<file path="config.mk">
export PLATFORM = sky130hd
export DESIGN_NAME = operand_fetch_flat
export DESIGN_NICKNAME = d
export VERILOG_FILES = /design/src/rtl/rv32_pkg.sv /design/src/rtl/operand_fetch_if.sv /design/src/rtl/reg_scoreboard.sv /design/src/rtl/operand_fetch.sv /design/src/flat_wrapper.sv
export SDC_FILE = /design/constraint.sdc
export NUM_CORES = 1
export LEC_CHECK = 0
export ABC_AREA = 1
export BUFFER_PORTS_ARGS = -buffer_cell sky130_fd_sc_hd__buf_2
export CELL_PAD_IN_SITES_DETAIL_PLACEMENT = 1
export CELL_PAD_IN_SITES_GLOBAL_PLACEMENT = 2
export CORE_ASPECT_RATIO = 1.25
export CORE_MARGIN = 4
export CORE_UTILIZATION = 22
export CTS_BUF_LIST = sky130_fd_sc_hd__clkbuf_4
export DETAILED_ROUTE_END_ITERATION = 6
export PLACE_DENSITY = 0.77
export REMOVE_ABC_BUFFERS = 1
export SYNTH_ARGS = -nofsm -noshare
export SYNTH_HDL_FRONTEND = slang
export SYNTH_HIERARCHICAL = 1
export SYNTH_SLANG_ARGS = --single-unit
</file>
<file path="constraint.sdc">
create_clock -name clk -period 1.9 [get_ports clk]
set_input_delay 0.19 -clock clk [delete_from_list [all_inputs] [get_ports clk]]
set_output_delay 0.19 -clock clk [all_outputs]
set_load 0.02 [all_outputs]
</file>
<file path="src/rtl/rv32_pkg.sv">
// Shared RV32 register-file types and constants for the operand-fetch slice.
package rv32_pkg;

    typedef logic [4:0]  reg_addr_t;
    typedef logic [31:0] word_t;

    localparam int        NUM_REGS = 32;
    localparam reg_addr_t REG_ZERO = 5'd0;

endpackage

</file>
<file path="src/rtl/operand_fetch_if.sv">
// Bus bundle between decode, register file, writeback and execute around operand_fetch.
// Handshakes: a transfer happens on a rising edge where valid & ready are both high; valid must not depend on ready.
interface operand_fetch_if
    import rv32_pkg::*;
#(
    parameter int SIDE_W = 64
);
    logic              in_valid;
    logic              in_ready;
    reg_addr_t         in_rs1;
    reg_addr_t         in_rs2;
    reg_addr_t         in_rd;
    logic              in_rd_we;
    logic [SIDE_W-1:0] in_side;

    reg_addr_t         rf_rd_addr0;
    reg_addr_t         rf_rd_addr1;
    word_t             rf_rd_data0;
    word_t             rf_rd_data1;

    logic              wb_ena;
    reg_addr_t         wb_addr;
    word_t             wb_data;
    logic              rf_wr_ena;
    reg_addr_t         rf_wr_addr;
    word_t             rf_wr_data;

    logic              flush;
    logic              out_valid;
    logic              out_ready;
    word_t             out_rs1_data;
    word_t             out_rs2_data;
    reg_addr_t         out_rd;
    logic              out_rd_we;
    logic [SIDE_W-1:0] out_side;

    logic [NUM_REGS-1:0] dbg_pending;

    modport slave (
        input  in_valid, in_rs1, in_rs2, in_rd, in_rd_we, in_side,
        input  rf_rd_data0, rf_rd_data1,
        input  wb_ena, wb_addr, wb_data,
        input  flush, out_ready,
        output in_ready, rf_rd_addr0, rf_rd_addr1,
        output rf_wr_ena, rf_wr_addr, rf_wr_data,
        output out_valid, out_rs1_data, out_rs2_data, out_rd, out_rd_we, out_side,
        output dbg_pending
    );

    modport master (
        output in_valid, in_rs1, in_rs2, in_rd, in_rd_we, in_side,
        output rf_rd_data0, rf_rd_data1,
        output wb_ena, wb_addr, wb_data,
        output flush, out_ready,
        input  in_ready, rf_rd_addr0, rf_rd_addr1,
        input  rf_wr_ena, rf_wr_addr, rf_wr_data,
        input  out_valid, out_rs1_data, out_rs2_data, out_rd, out_rd_we, out_side,
        input  dbg_pending
    );

endinterface

</file>
<file path="src/rtl/reg_scoreboard.sv">
// Pending-write scoreboard: one bit per architectural register, x0 never pending.
module reg_scoreboard
    import rv32_pkg::*;
(
    input  logic                clk,
    input  logic                rst,
    input  logic                set_en,
    input  reg_addr_t           set_addr,
    input  logic                clr_en,
    input  reg_addr_t           clr_addr,
    input  reg_addr_t           q_rs1,
    input  reg_addr_t           q_rs2,
    input  reg_addr_t           q_rd,
    output logic                p_rs1,
    output logic                p_rs2,
    output logic                p_rd,
    output logic [NUM_REGS-1:0] pending
);

    logic [NUM_REGS-1:0] pending_q;
    logic [NUM_REGS-1:0] pending_d;

    // Clear is applied before set so an issue and a writeback to the same register leave it pending.
    always_comb begin
        pending_d = pending_q;
        if (clr_en) pending_d[clr_addr] = 1'b0;
        if (set_en) pending_d[set_addr] = 1'b1;
        pending_d[REG_ZERO] = 1'b0;
    end

    always_ff @(posedge clk) begin
        if (!rst) pending_q <= '0;
        else      pending_q <= pending_d;
    end

    assign p_rs1   = pending_q[q_rs1];
    assign p_rs2   = pending_q[q_rs2];
    assign p_rd    = pending_q[q_rd];
    assign pending = pending_q;

endmodule

</file>
<file path="src/rtl/operand_fetch.sv">
// RV32 operand-fetch stage: RF read, RAW/WAW scoreboard stall, output pipeline register, writeback relay.
// Optional macro WB_BYPASS_EN forwards same-cycle writeback data into the source operands.
module operand_fetch
    import rv32_pkg::*;
#(
    parameter int SIDE_W = 64
)(
    input  logic           clk,
    input  logic           rst,
    operand_fetch_if.slave bus
);

    logic              out_valid_q;
    word_t             out_rs1_q;
    word_t             out_rs2_q;
    reg_addr_t         out_rd_q;
    logic              out_rd_we_q;
    logic [SIDE_W-1:0] out_side_q;

    logic p_rs1, p_rs2, p_rd;
    logic byp_rs1, byp_rs2;
    logic busy_rs1, busy_rs2, busy_rd;
    logic hazard, accept, issue;
    word_t opnd0, opnd1;

`ifdef WB_BYPASS_EN
    assign byp_rs1 = bus.wb_ena && (bus.wb_addr == bus.in_rs1) && (bus.in_rs1 != REG_ZERO);
    assign byp_rs2 = bus.wb_ena && (bus.wb_addr == bus.in_rs2) && (bus.in_rs2 != REG_ZERO);
`else
    assign byp_rs1 = 1'b0;
    assign byp_rs2 = 1'b0;
`endif

    // The instruction sitting in the output register has not set its pending bit yet, so match it directly.
    assign busy_rs1 = (bus.in_rs1 != REG_ZERO) &&
                      ((p_rs1 && !byp_rs1) || (out_valid_q && out_rd_we_q && out_rd_q == bus.in_rs1));
    assign busy_rs2 = (bus.in_rs2 != REG_ZERO) &&
                      ((p_rs2 && !byp_rs2) || (out_valid_q && out_rd_we_q && out_rd_q == bus.in_rs2));
    assign busy_rd  = (bus.in_rd != REG_ZERO) &&
                      (p_rd || (out_valid_q && out_rd_we_q && out_rd_q == bus.in_rd));

    assign hazard       = busy_rs1 || busy_rs2 || (bus.in_rd_we && busy_rd);
    assign bus.in_ready = rst && !hazard && (!out_valid_q || bus.out_ready) && !bus.flush;
    assign accept       = bus.in_valid && bus.in_ready;
    assign issue        = out_valid_q && bus.out_ready && !bus.flush;

    assign bus.rf_rd_addr0 = bus.in_rs1;
    assign bus.rf_rd_addr1 = bus.in_rs2;

    assign opnd0 = (bus.in_rs1 == REG_ZERO) ? '0 : (byp_rs1 ? bus.wb_data : bus.rf_rd_data0);
    assign opnd1 = (bus.in_rs2 == REG_ZERO) ? '0 : (byp_rs2 ? bus.wb_data : bus.rf_rd_data1);

    assign bus.rf_wr_ena  = bus.wb_ena && (bus.wb_addr != REG_ZERO);
    assign bus.rf_wr_addr = bus.wb_addr;
    assign bus.rf_wr_data = bus.wb_data;

    reg_scoreboard u_sb (
        .clk      (clk),
        .rst      (rst),
        .set_en   (issue && out_rd_we_q),
        .set_addr (out_rd_q),
        .clr_en   (bus.wb_ena),
        .clr_addr (bus.wb_addr),
        .q_rs1    (bus.in_rs1),
        .q_rs2    (bus.in_rs2),
        .q_rd     (bus.in_rd),
        .p_rs1    (p_rs1),
        .p_rs2    (p_rs2),
        .p_rd     (p_rd),
        .pending  (bus.dbg_pending)
    );

    // Data fields only change on accept, which keeps them stable under backpressure.
    always_ff @(posedge clk) begin
        if (!rst) begin
            out_valid_q <= 1'b0;
            out_rs1_q   <= '0;
            out_rs2_q   <= '0;
            out_rd_q    <= '0;
            out_rd_we_q <= 1'b0;
            out_side_q  <= '0;
        end else if (accept) begin
            out_valid_q <= 1'b1;
            out_rs1_q   <= opnd0;
            out_rs2_q   <= opnd1;
            out_rd_q    <= bus.in_rd;
            out_rd_we_q <= bus.in_rd_we && (bus.in_rd != REG_ZERO);
            out_side_q  <= bus.in_side;
        end else if (issue || bus.flush) begin
            out_valid_q <= 1'b0;
        end
    end

    assign bus.out_valid    = out_valid_q;
    assign bus.out_rs1_data = out_rs1_q;
    assign bus.out_rs2_data = out_rs2_q;
    assign bus.out_rd       = out_rd_q;
    assign bus.out_rd_we    = out_rd_we_q;
    assign bus.out_side     = out_side_q;

endmodule

</file>
<file path="src/flat_wrapper.sv">
// flat-port wrapper written by rule: the top's interface ports become plain ports
module operand_fetch_flat import rv32_pkg::*;
#(
    parameter int SIDE_W = 64
)
  (clk, rst, bus_in_valid, bus_in_rs1, bus_in_rs2, bus_in_rd, bus_in_rd_we, bus_in_side, bus_rf_rd_data0, bus_rf_rd_data1, bus_wb_ena, bus_wb_addr, bus_wb_data, bus_flush, bus_out_ready, bus_in_ready, bus_rf_rd_addr0, bus_rf_rd_addr1, bus_rf_wr_ena, bus_rf_wr_addr, bus_rf_wr_data, bus_out_valid, bus_out_rs1_data, bus_out_rs2_data, bus_out_rd, bus_out_rd_we, bus_out_side, bus_dbg_pending);
  operand_fetch_if #(.SIDE_W(SIDE_W)) bus_i ();
  input  logic clk;
  input  logic rst;
  input wire logic [$bits(bus_i.in_valid)-1:0] bus_in_valid;
  input wire logic [$bits(bus_i.in_rs1)-1:0] bus_in_rs1;
  input wire logic [$bits(bus_i.in_rs2)-1:0] bus_in_rs2;
  input wire logic [$bits(bus_i.in_rd)-1:0] bus_in_rd;
  input wire logic [$bits(bus_i.in_rd_we)-1:0] bus_in_rd_we;
  input wire logic [$bits(bus_i.in_side)-1:0] bus_in_side;
  input wire logic [$bits(bus_i.rf_rd_data0)-1:0] bus_rf_rd_data0;
  input wire logic [$bits(bus_i.rf_rd_data1)-1:0] bus_rf_rd_data1;
  input wire logic [$bits(bus_i.wb_ena)-1:0] bus_wb_ena;
  input wire logic [$bits(bus_i.wb_addr)-1:0] bus_wb_addr;
  input wire logic [$bits(bus_i.wb_data)-1:0] bus_wb_data;
  input wire logic [$bits(bus_i.flush)-1:0] bus_flush;
  input wire logic [$bits(bus_i.out_ready)-1:0] bus_out_ready;
  output wire logic [$bits(bus_i.in_ready)-1:0] bus_in_ready;
  output wire logic [$bits(bus_i.rf_rd_addr0)-1:0] bus_rf_rd_addr0;
  output wire logic [$bits(bus_i.rf_rd_addr1)-1:0] bus_rf_rd_addr1;
  output wire logic [$bits(bus_i.rf_wr_ena)-1:0] bus_rf_wr_ena;
  output wire logic [$bits(bus_i.rf_wr_addr)-1:0] bus_rf_wr_addr;
  output wire logic [$bits(bus_i.rf_wr_data)-1:0] bus_rf_wr_data;
  output wire logic [$bits(bus_i.out_valid)-1:0] bus_out_valid;
  output wire logic [$bits(bus_i.out_rs1_data)-1:0] bus_out_rs1_data;
  output wire logic [$bits(bus_i.out_rs2_data)-1:0] bus_out_rs2_data;
  output wire logic [$bits(bus_i.out_rd)-1:0] bus_out_rd;
  output wire logic [$bits(bus_i.out_rd_we)-1:0] bus_out_rd_we;
  output wire logic [$bits(bus_i.out_side)-1:0] bus_out_side;
  output wire logic [$bits(bus_i.dbg_pending)-1:0] bus_dbg_pending;
  assign bus_i.in_valid = bus_in_valid;
  assign bus_i.in_rs1 = bus_in_rs1;
  assign bus_i.in_rs2 = bus_in_rs2;
  assign bus_i.in_rd = bus_in_rd;
  assign bus_i.in_rd_we = bus_in_rd_we;
  assign bus_i.in_side = bus_in_side;
  assign bus_i.rf_rd_data0 = bus_rf_rd_data0;
  assign bus_i.rf_rd_data1 = bus_rf_rd_data1;
  assign bus_i.wb_ena = bus_wb_ena;
  assign bus_i.wb_addr = bus_wb_addr;
  assign bus_i.wb_data = bus_wb_data;
  assign bus_i.flush = bus_flush;
  assign bus_i.out_ready = bus_out_ready;
  assign bus_in_ready = bus_i.in_ready;
  assign bus_rf_rd_addr0 = bus_i.rf_rd_addr0;
  assign bus_rf_rd_addr1 = bus_i.rf_rd_addr1;
  assign bus_rf_wr_ena = bus_i.rf_wr_ena;
  assign bus_rf_wr_addr = bus_i.rf_wr_addr;
  assign bus_rf_wr_data = bus_i.rf_wr_data;
  assign bus_out_valid = bus_i.out_valid;
  assign bus_out_rs1_data = bus_i.out_rs1_data;
  assign bus_out_rs2_data = bus_i.out_rs2_data;
  assign bus_out_rd = bus_i.out_rd;
  assign bus_out_rd_we = bus_i.out_rd_we;
  assign bus_out_side = bus_i.out_side;
  assign bus_dbg_pending = bus_i.dbg_pending;
  operand_fetch #(.SIDE_W(SIDE_W)) u_core (.clk(clk), .rst(rst), .bus(bus_i));
endmodule
</file>
Yosys cells after proc, flatten, opt, wreduce, memory -nomap -nowiden

Cells that the tools add are included.

Register bits after elaboration: 167
Bits in latches: 0
Memory bits (writable): 0
Memory bits (read-only): 0
Bits of input ports: 187
Logic and storage cells: 73
Memories: 0

Add/sub/neg operators: 0
$mul: 0
Div/mod/pow operators: 0
$lt $le $gt $ge: 7
Eq/ne operators: 3
Shifts and indexed selects: 0
Multiplexer cells: 16
Bitwise gates (word level): 3
Reduce and logical (&&, ||, !) cells: 36

Operators with widths:

| cell                                                                                 | count |
|---|---|
| 32-bit 2-to-1 mux                                                                    | 4 |
| 32-bit AND                                                                           | 1 |
| 32-bit NOT                                                                           | 1 |
| 32-bit OR                                                                            | 1 |
| 5-bit by 6-bit less-than comparator with 1-bit output (second input constant)        | 5 |
| 5-bit nonzero test                                                                   | 4 |
| 1-bit logical AND                                                                    | 19 |
| 1-bit binary-select mux with 5-bit select                                            | 3 |
| 5-bit == test                                                                        | 3 |
| 1-bit demux with 5-bit select                                                        | 2 |
| 5-bit by 1-bit greater-or-equal comparator with 1-bit output (second input constant) | 2 |
| 5-bit logical NOT                                                                    | 2 |
| 1-bit logical OR                                                                     | 7 |
| 1-bit 2-to-1 mux                                                                     | 7 |
| 1-bit logical NOT                                                                    | 3 |
| 2-bit nonzero test                                                                   | 1 |

Longest topological paths before layout

Depth in word-level cells: 12
Depth in mapped cells: 21

Modules after synthesis

The synthesis kept the hierarchy.

By module, submodules not included:

| module         | times used | cells an instance | area each (sq um) | seq. area each (sq um) |
|---|---|---|---|---|
| operand_fetch  | 1          | 1030              | 6695.2            | 2702.6 |
| reg_scoreboard | 1          | 396               | 2344.7            | 620.6 |

Least setup slack after synthesis

No wires, ideal clock.

Path kind: reg2reg
From: register u_core.out_rd_q[2] (netlist: u_core/bus.out_rd[2])
To: register u_core.out_rs2_q[10] (netlist: u_core/bus.out_rs2_data[10])
Data arrival time: 1.812 ns
Slack: -0.027 ns
Stages on the path, launching flop included: 16
Buffers on the path: 2
Clock period less this slack: 1.927 ns
Path through: dfxtp_1 -> inv_1 -> nand2_1 -> nand2_1 -> nand2_1 -> nor2_1 -> nand2_1 -> nand2_1 -> nand2_1 -> nand2_1 -> nor2_4 -> buf_4 -> buf_2 -> nand3_1 -> nand2_1 -> nor2_1

Word-level cells in the longest chain between the ends: 11

Ends and longest elaborated chain:

| what                                                  | line                                                          | source |
|---|---|---|
| start, declared                                       | operand_fetch.sv:16                                           | `reg_addr_t out_rd_q;` |
| start signal, assigned                                | operand_fetch.sv:86                                           | `out_rd_q <= bus.in_rd;` |
| 5-bit == test (on tied branches)                      | operand_fetch.sv:36, operand_fetch.sv:38, operand_fetch.sv:40 |  |
| 1-bit logical AND (on tied branches)                  | operand_fetch.sv:36, operand_fetch.sv:38, operand_fetch.sv:40 |  |
| 1-bit logical OR (on tied branches)                   | operand_fetch.sv:36, operand_fetch.sv:38, operand_fetch.sv:40 |  |
| 1-bit logical AND (on tied branches)                  | operand_fetch.sv:35, operand_fetch.sv:37, operand_fetch.sv:39 |  |
| 1-bit logical OR or 1-bit logical AND (tied branches) | operand_fetch.sv:42                                           | `assign hazard = busy_rs1 \|\| busy_rs2 \|\| (bus.in_rd_we && busy_rd);` |
| 1-bit logical OR *                                    | operand_fetch.sv:42                                           |  |
| 1-bit logical NOT *                                   | operand_fetch.sv:43                                           | `assign bus.in_ready = rst && !hazard && (!out_valid_q \|\| bus.out_ready) && !bus.flush;` |
| 1-bit logical AND * (3 in series)                     | operand_fetch.sv:43                                           |  |
| 1-bit logical AND *                                   | operand_fetch.sv:44                                           | `assign accept = bus.in_valid && bus.in_ready;` |
| end signal, assigned                                  | operand_fetch.sv:85                                           | `out_rs2_q <= opnd1;` |
| end, declared                                         | operand_fetch.sv:15                                           | `word_t out_rs2_q;` |

Every way passes the cells marked *; elsewhere a longest branch is shown, timed or not.
A chain may end at the register's enable or synchronous reset.

Worst setup path after layout

From: register u_core.u_sb.pending_q[27] (netlist: u_core/u_sb/pending[27])
To: output port bus_in_ready

Word-level cells in the longest chain between the ends: 10

Ends and longest elaborated chain:

| what                                      | line                 | source |
|---|---|---|
| start, declared                           | reg_scoreboard.sv:20 | `logic [NUM_REGS-1:0] pending_q;` |
| start signal, assigned                    | reg_scoreboard.sv:33 | `else pending_q <= pending_d;` |
| 1-bit binary-select mux with 5-bit select | reg_scoreboard.sv:38 | `assign p_rd = pending_q[q_rd];` |
| 1-bit 2-to-1 mux (not written as such)    | reg_scoreboard.sv:38 |  |
| net u_core.p_rd                           | operand_fetch.sv:20  | `logic p_rs1, p_rs2, p_rd;` |
| 1-bit logical OR                          | operand_fetch.sv:40  | `(p_rd \|\| (out_valid_q && out_rd_we_q && out_rd_q == bus.in_rd));` |
| 1-bit logical AND                         | operand_fetch.sv:39  | `assign busy_rd = (bus.in_rd != REG_ZERO) &&` |
| 1-bit logical AND                         | operand_fetch.sv:42  |  |
| 1-bit logical OR                          | operand_fetch.sv:42  |  |
| 1-bit logical NOT                         | operand_fetch.sv:43  |  |
| 1-bit logical AND (3 in series)           | operand_fetch.sv:43  |  |
| end, declared                             | flat_wrapper.sv:23   | `output wire logic [$bits(bus_i.in_ready)-1:0] bus_in_ready;` |

The timed path passes the listed nets, and every way through them passes these cells. The select of a mux whose other input is x is not followed.

==> report_table.html <==
<table>
<tr><th>Metric</th><th>Value</th></tr>
<tr><th colspan="2">Status</th></tr>
<tr><td>Status</td><td>finished with violations</td></tr>
<tr><td>Violations in the final reports</td><td>negative setup slack</td></tr>
<tr><th colspan="2">Critical path</th></tr>
<tr><td>Number of buffer and inverter instances along the worst setup path</td><td>4</td></tr>
<tr><td>Category of the worst setup path launch point</td><td>flip-flop</td></tr>
<tr><td>Cell repeated most along the worst path</td><td>sky130_fd_sc_hd__nand2_1</td></tr>
<tr><td>Kind of critical path</td><td>reg -&gt; out</td></tr>
<tr><td>Crit path capture type</td><td>output port</td></tr>
<tr><td>Cell breakdown of the critical path</td><td>nand2_1, nand3_1, nand3_1, nand2_2, nand2_1, nand2_1, nand2_1, nand2_1, inv_2, nand2_2, nand2_2, nand2_2, nor2_4, buf_6, buf_12, buf_8</td></tr>
<tr><td>Delay of the slowest cell on the worst path</td><td>just over 400 ps</td></tr>
<tr><td>CP max FO</td><td>4</td></tr>
<tr><td>Largest delay contributor family on the critical path</td><td>simple AND/OR/NAND/NOR gates</td></tr>
<tr><td>Data arrival, critical path</td><td>between 2000 and 2500 ps</td></tr>
<tr><td>Slowest CP cell</td><td>sky130_fd_sc_hd__dfxtp_4</td></tr>
<tr><td>CP Data Required Time</td><td>approximately 1700 ps</td></tr>
<tr><th colspan="2">Clock network</th></tr>
<tr><td>Clock root buffer</td><td>sky130_fd_sc_hd__clkbuf_4</td></tr>
<tr><td>Number of H-tree levels</td><td>4</td></tr>
<tr><td>TritonCTS clock tree</td><td>yes</td></tr>
<tr><td>Clock-pin slew reported for the worst setup and hold paths after clock tree synthesis</td><td>150 ps</td></tr>
<tr><td>Clk_lat worst skew</td><td>roughly 600 ps</td></tr>
<tr><td>Clock Path Buffers</td><td>2</td></tr>
<tr><td>TritonCTS Buffers</td><td>17</td></tr>
<tr><td>Clock net sink count</td><td>166</td></tr>
<tr><th colspan="2">Synth</th></tr>
<tr><td>Library cells used by synthesis</td><td>23</td></tr>
<tr><td>Area fraction in and, or, nand and nor cells after synthesis</td><td>0.372</td></tr>
<tr><td>Ys async rst share</td><td>0</td></tr>
<tr><td>Post-synthesis cell area</td><td>between 0.009 and 0.01 mm2</td></tr>
<tr><td>XOR/XNOR Fraction of Synth Area</td><td>0.00194</td></tr>
<tr><td>Synthesized-area fraction occupied by adder cells</td><td>0</td></tr>
<tr><td>Combinational family with the most area after synthesis</td><td>simple AND/OR/NAND/NOR gates</td></tr>
<tr><td>Multiplexer share of the synthesized area</td><td>0</td></tr>
<tr><td>Cell count after synthesis</td><td>1426</td></tr>
<tr><td>Primary FF master, synth</td><td>sky130_fd_sc_hd__dfxtp_1</td></tr>
<tr><td>Share of the synthesized area in the top cell type</td><td>0.368</td></tr>
<tr><td>Number of register bits inferred by synthesis</td><td>about 170</td></tr>
<tr><td>Ranking of synthesized cells by area</td><td>sky130_fd_sc_hd__dfxtp_1 37%, sky130_fd_sc_hd__nand2_1 17%, sky130_fd_sc_hd__nand3_1 12%, sky130_fd_sc_hd__a21oi_1 9.2%, sky130_fd_sc_hd__nor2_1 6.1%</td></tr>
<tr><td>Register area share after synthesis</td><td>0.368</td></tr>
<tr><td>Top cells by instance count after synthesis</td><td>399 x sky130_fd_sc_hd__nand2_1, 225 x sky130_fd_sc_hd__nand3_1, 167 x sky130_fd_sc_hd__a21oi_1, 166 x sky130_fd_sc_hd__dfxtp_1, 148 x sky130_fd_sc_hd__nor2_1</td></tr>
<tr><td>Total number of yosys warnings</td><td>6</td></tr>
<tr><td>Synth area leader</td><td>sky130_fd_sc_hd__dfxtp_1</td></tr>
<tr><td>Number of flops mapped to enable cells by yosys</td><td>0</td></tr>
<tr><td>Mean post-synth cell area</td><td>6.34 um2</td></tr>
<tr><td>Compound-gate portion of the synthesized area</td><td>0.111</td></tr>
<tr><td>Most common cell in the synthesized netlist</td><td>sky130_fd_sc_hd__nand2_1</td></tr>
<tr><th colspan="2">Power</th></tr>
<tr><td>Sw frac</td><td>0.359</td></tr>
<tr><td>Switching pwr</td><td>0.00308 W</td></tr>
<tr><td>Max rail drop VDD</td><td>0.000320 V</td></tr>
<tr><td>Power density normalized to cell area</td><td>roughly 550 mW/mm2</td></tr>
<tr><td>Part of the power in the clock network</td><td>0.264</td></tr>
<tr><td>Logic pwr share</td><td>0.304</td></tr>
<tr><td>Power Total</td><td>0.00860 W</td></tr>
<tr><td>Leak</td><td>7.40 nW</td></tr>
<tr><td>Design internal power</td><td>~0.0055 W</td></tr>
<tr><td>Seq pwr share</td><td>0.432</td></tr>
<tr><th colspan="2">Routing</th></tr>
<tr><td>Count of unresolved DRC violations after routing</td><td>0</td></tr>
<tr><td>Number of vias per cell</td><td>between 4 and 5</td></tr>
<tr><td>Drt wl/cell</td><td>around 18 um</td></tr>
<tr><td>Count of routing violations after the opening detailed-route iteration</td><td>between 400 and 500</td></tr>
<tr><td>Length of the first detailed-routing pass in iterations</td><td>5</td></tr>
<tr><td>Via Count</td><td>about 12k</td></tr>
<tr><td>Antenna-violating nets left</td><td>0</td></tr>
<tr><td>Wire length after detailed routing</td><td>roughly 46000 um</td></tr>
<tr><th colspan="2">Layout</th></tr>
<tr><td>Synth-to-layout area growth</td><td>71.6%</td></tr>
<tr><td>Share of cells above drive strength 1</td><td>0.430</td></tr>
<tr><td>Final Util</td><td>0.385</td></tr>
<tr><td>Final-stage net count</td><td>roughly 2.1k</td></tr>
<tr><th colspan="2">Floorplan</th></tr>
<tr><td>Core Region</td><td>0.0403 mm2</td></tr>
<tr><td>Total I/O pin count</td><td>slightly above 400</td></tr>
<tr><td>Die width</td><td>about 190 um</td></tr>
<tr><td>Total die area</td><td>0.0444 mm2</td></tr>
<tr><td>Die Ht</td><td>235 um</td></tr>
<tr><td>Cell Rows</td><td>about 80</td></tr>
<tr><td>Initial Util</td><td>0.224</td></tr>
<tr><th colspan="2">Worst hold path</th></tr>
<tr><td>Class of the tightest hold or removal check</td><td>in -&gt; reg</td></tr>
<tr><th colspan="2">STA</th></tr>
<tr><td>Worst path setup slack after routing</td><td>-495 ps</td></tr>
<tr><td>RSZ-0062 raised after global routing</td><td>true</td></tr>
<tr><td>Period utilisation layout</td><td>1.26</td></tr>
<tr><td>Worst relative slew slack</td><td>0.508</td></tr>
<tr><td>Max Clock Freq</td><td>around 0.42 GHz</td></tr>
<tr><td>Setup-failing EPs final</td><td>around 140</td></tr>
<tr><td>Transition at the pin with the smallest max-transition slack</td><td>between 700 and 800 ps</td></tr>
<tr><td>Clock tree skew after final layout</td><td>26.9 ps</td></tr>
<tr><td>Hold violation total from the final report</td><td>0</td></tr>
<tr><td>Clock period minus final worst setup slack</td><td>about 2400 ps</td></tr>
<tr><td>Max Slew Vio Count</td><td>0</td></tr>
<tr><th colspan="2">Run</th></tr>
<tr><td>Max cap viols</td><td>0</td></tr>
<tr><th colspan="2">Global route</th></tr>
<tr><td>Congestion Overflow GR</td><td>0</td></tr>
<tr><td>Initial antenna violation count</td><td>6</td></tr>
<tr><td>Global-route wire length before repair</td><td>approximately 69000 um</td></tr>
<tr><td>GRT Util Overall</td><td>0.194</td></tr>
<tr><td>Pin count of the biggest net entering global routing</td><td>between 100 and 150</td></tr>
<tr><td>Vias in the first global route</td><td>12.2k</td></tr>
<tr><th colspan="2">Placed design</th></tr>
<tr><td>Estimated wirelength of the detail-placed design</td><td>28700 um</td></tr>
<tr><td>IO Port Bufs</td><td>337</td></tr>
<tr><td>Final GP Congestion</td><td>approximately 0.87</td></tr>
<tr><td>Worst-case setup slack after placement</td><td>-304 ps</td></tr>
</table>
## placed cells by master (no fill, tap or decap), types with 2 or more instances in the layout
cell,Yosys,routed
sky130_fd_sc_hd__buf_2,18,334
sky130_fd_sc_hd__buf_8,0,15
sky130_fd_sc_hd__buf_12,0,19
sky130_fd_sc_hd__dfxtp_1,166,134
sky130_fd_sc_hd__dfxtp_2,0,15
sky130_fd_sc_hd__nand3_2,0,93
sky130_fd_sc_hd__o21ai_0,23,23
sky130_fd_sc_hd__inv_6,0,3
sky130_fd_sc_hd__diode_2,0,4
sky130_fd_sc_hd__inv_8,0,4
sky130_fd_sc_hd__nor3_1,5,5
sky130_fd_sc_hd__a21oi_1,167,72
sky130_fd_sc_hd__nor2_2,0,8
sky130_fd_sc_hd__nand2_1,399,352
sky130_fd_sc_hd__clkinv_4,0,2
sky130_fd_sc_hd__nand3_4,0,3
sky130_fd_sc_hd__dlygate4sd3_1,0,132
sky130_fd_sc_hd__o21ai_1,10,10
sky130_fd_sc_hd__buf_16,0,23
sky130_fd_sc_hd__nand3_1,225,129
sky130_fd_sc_hd__buf_6,8,4
sky130_fd_sc_hd__nor2_1,148,140
sky130_fd_sc_hd__buf_4,64,87
sky130_fd_sc_hd__inv_4,3,9
sky130_fd_sc_hd__inv_2,12,13
sky130_fd_sc_hd__xor2_1,2,2
sky130_fd_sc_hd__nor3_2,7,7
sky130_fd_sc_hd__clkbuf_16,0,7
sky130_fd_sc_hd__clkinv_1,0,2
sky130_fd_sc_hd__inv_1,108,101
sky130_fd_sc_hd__a21oi_4,0,18
sky130_fd_sc_hd__clkbuf_4,0,17
sky130_fd_sc_hd__dfxtp_4,0,17
sky130_fd_sc_hd__clkinv_8,0,2
sky130_fd_sc_hd__a21oi_2,0,77
sky130_fd_sc_hd__nor3_4,4,4
sky130_fd_sc_hd__nand2_2,0,47
## logic make-up after synthesis
logic type / Yosys count
and+or+nand+nor: 791
DFF: 166
xor gates and xnor gates: 2
buffers and inverters: 266
AOI/OAI and AO/OA: 200
other: 1
## cell type report
type / instances / area [um2]
fillers: 4994 / 24800
flip-flops and latches: 166 / 3410
inverters: 123 / 484
clock inverters: 15 / 166
diodes: 4 / 10.0
clock buffers: 17 / 128
repair buffers: 622 / 5120
well taps: 546 / 683
multi-input cells: 994 / 5520
## per-stage QoR
step	hold WS (ps)	cell area (um2)	TNS [ps]	instances
floorplan	311	8180	-362540	1283
global placement	380	11500	-28730	2265
detailed placement	380	11500	-33620	2265
CTS	4.36	14700	-54630	2475
global route	52.1	15500	-62530	2486
finish	91.2	15500	-39120	2487
## layer usage
| metal | vias to the layer above | GRT usage | wire (um) |
|---|---|---|---|
| met2 | 346 | 0.351 | 23600 |
| met3 | 70 | 0.0583 | 2940 |
| met5 | - | 0.0143 | 113 |
| met4 | 6 | 0.0662 | 1350 |
| li1 | 5517 | - | - |
| met1 | 5579 | 0.214 | 17700 |
## state kept, by name (all words and copies together) (netlist names)
signal	count
u_core/bus.out_side	64
u_core/bus.out_rs1_data	32
u_core/bus.out_rs2_data	32
u_core/u_sb/pending	31
u_core/bus.out_rd	5
u_core/bus.out_rd_we	1
u_core/bus.out_valid	1
## tightest hold or removal path, cell delays in order
cell	delay, ps
sky130_fd_sc_hd__buf_2	100
sky130_fd_sc_hd__nand2_1	90
sky130_fd_sc_hd__buf_4	110
sky130_fd_sc_hd__nand3_2	60
sky130_fd_sc_hd__nand2_1	60
sky130_fd_sc_hd__nor2_1	30
## power by group through the flow
stage	Combinational [W]	Sequential [W]	Clock (W)
after floorplan	0.000621	0.00396	0
after global placement	0.00166	0.00378	0
after detailed placement	0.00170	0.00378	0
after CTS	0.00242	0.00371	0.00238
after global routing	0.00282	0.00373	0.00250
final	0.00261	0.00371	0.00227
## path summary, 6_finish.rpt
check / startpoint / to / slack [ps] / cells past startpoint
max: u_core/u_sb/pending[27]$_SDFF_PN0_ / bus_in_ready / -490 / 16
min: bus_in_rd_we / u_core/bus.out_rd_we$_SDFFE_PN0P_ / 90 / 6
max reg2reg: u_core/u_sb/pending[27]$_SDFF_PN0_ / u_core/bus.out_side[7]$_SDFFE_PN0P_ / -400 / 21
min reg2reg: u_core/bus.out_rs2_data[18]$_SDFFE_PN0P_ / u_core/bus.out_rs2_data[18]$_SDFFE_PN0P_ / 490 / 2
## repair_timing
action | in CTS | in global routing
resized for setup | 232 | 171
pin swaps | 53 | 74
hold buffers | 132 | 0
setup buffers | 21 | 8
gates cloned | 26 | 9
endpoints found under the hold margin | 130 | 0
setup endpoints to repair | 136 | 136
(Power assumes the default switching activity.)
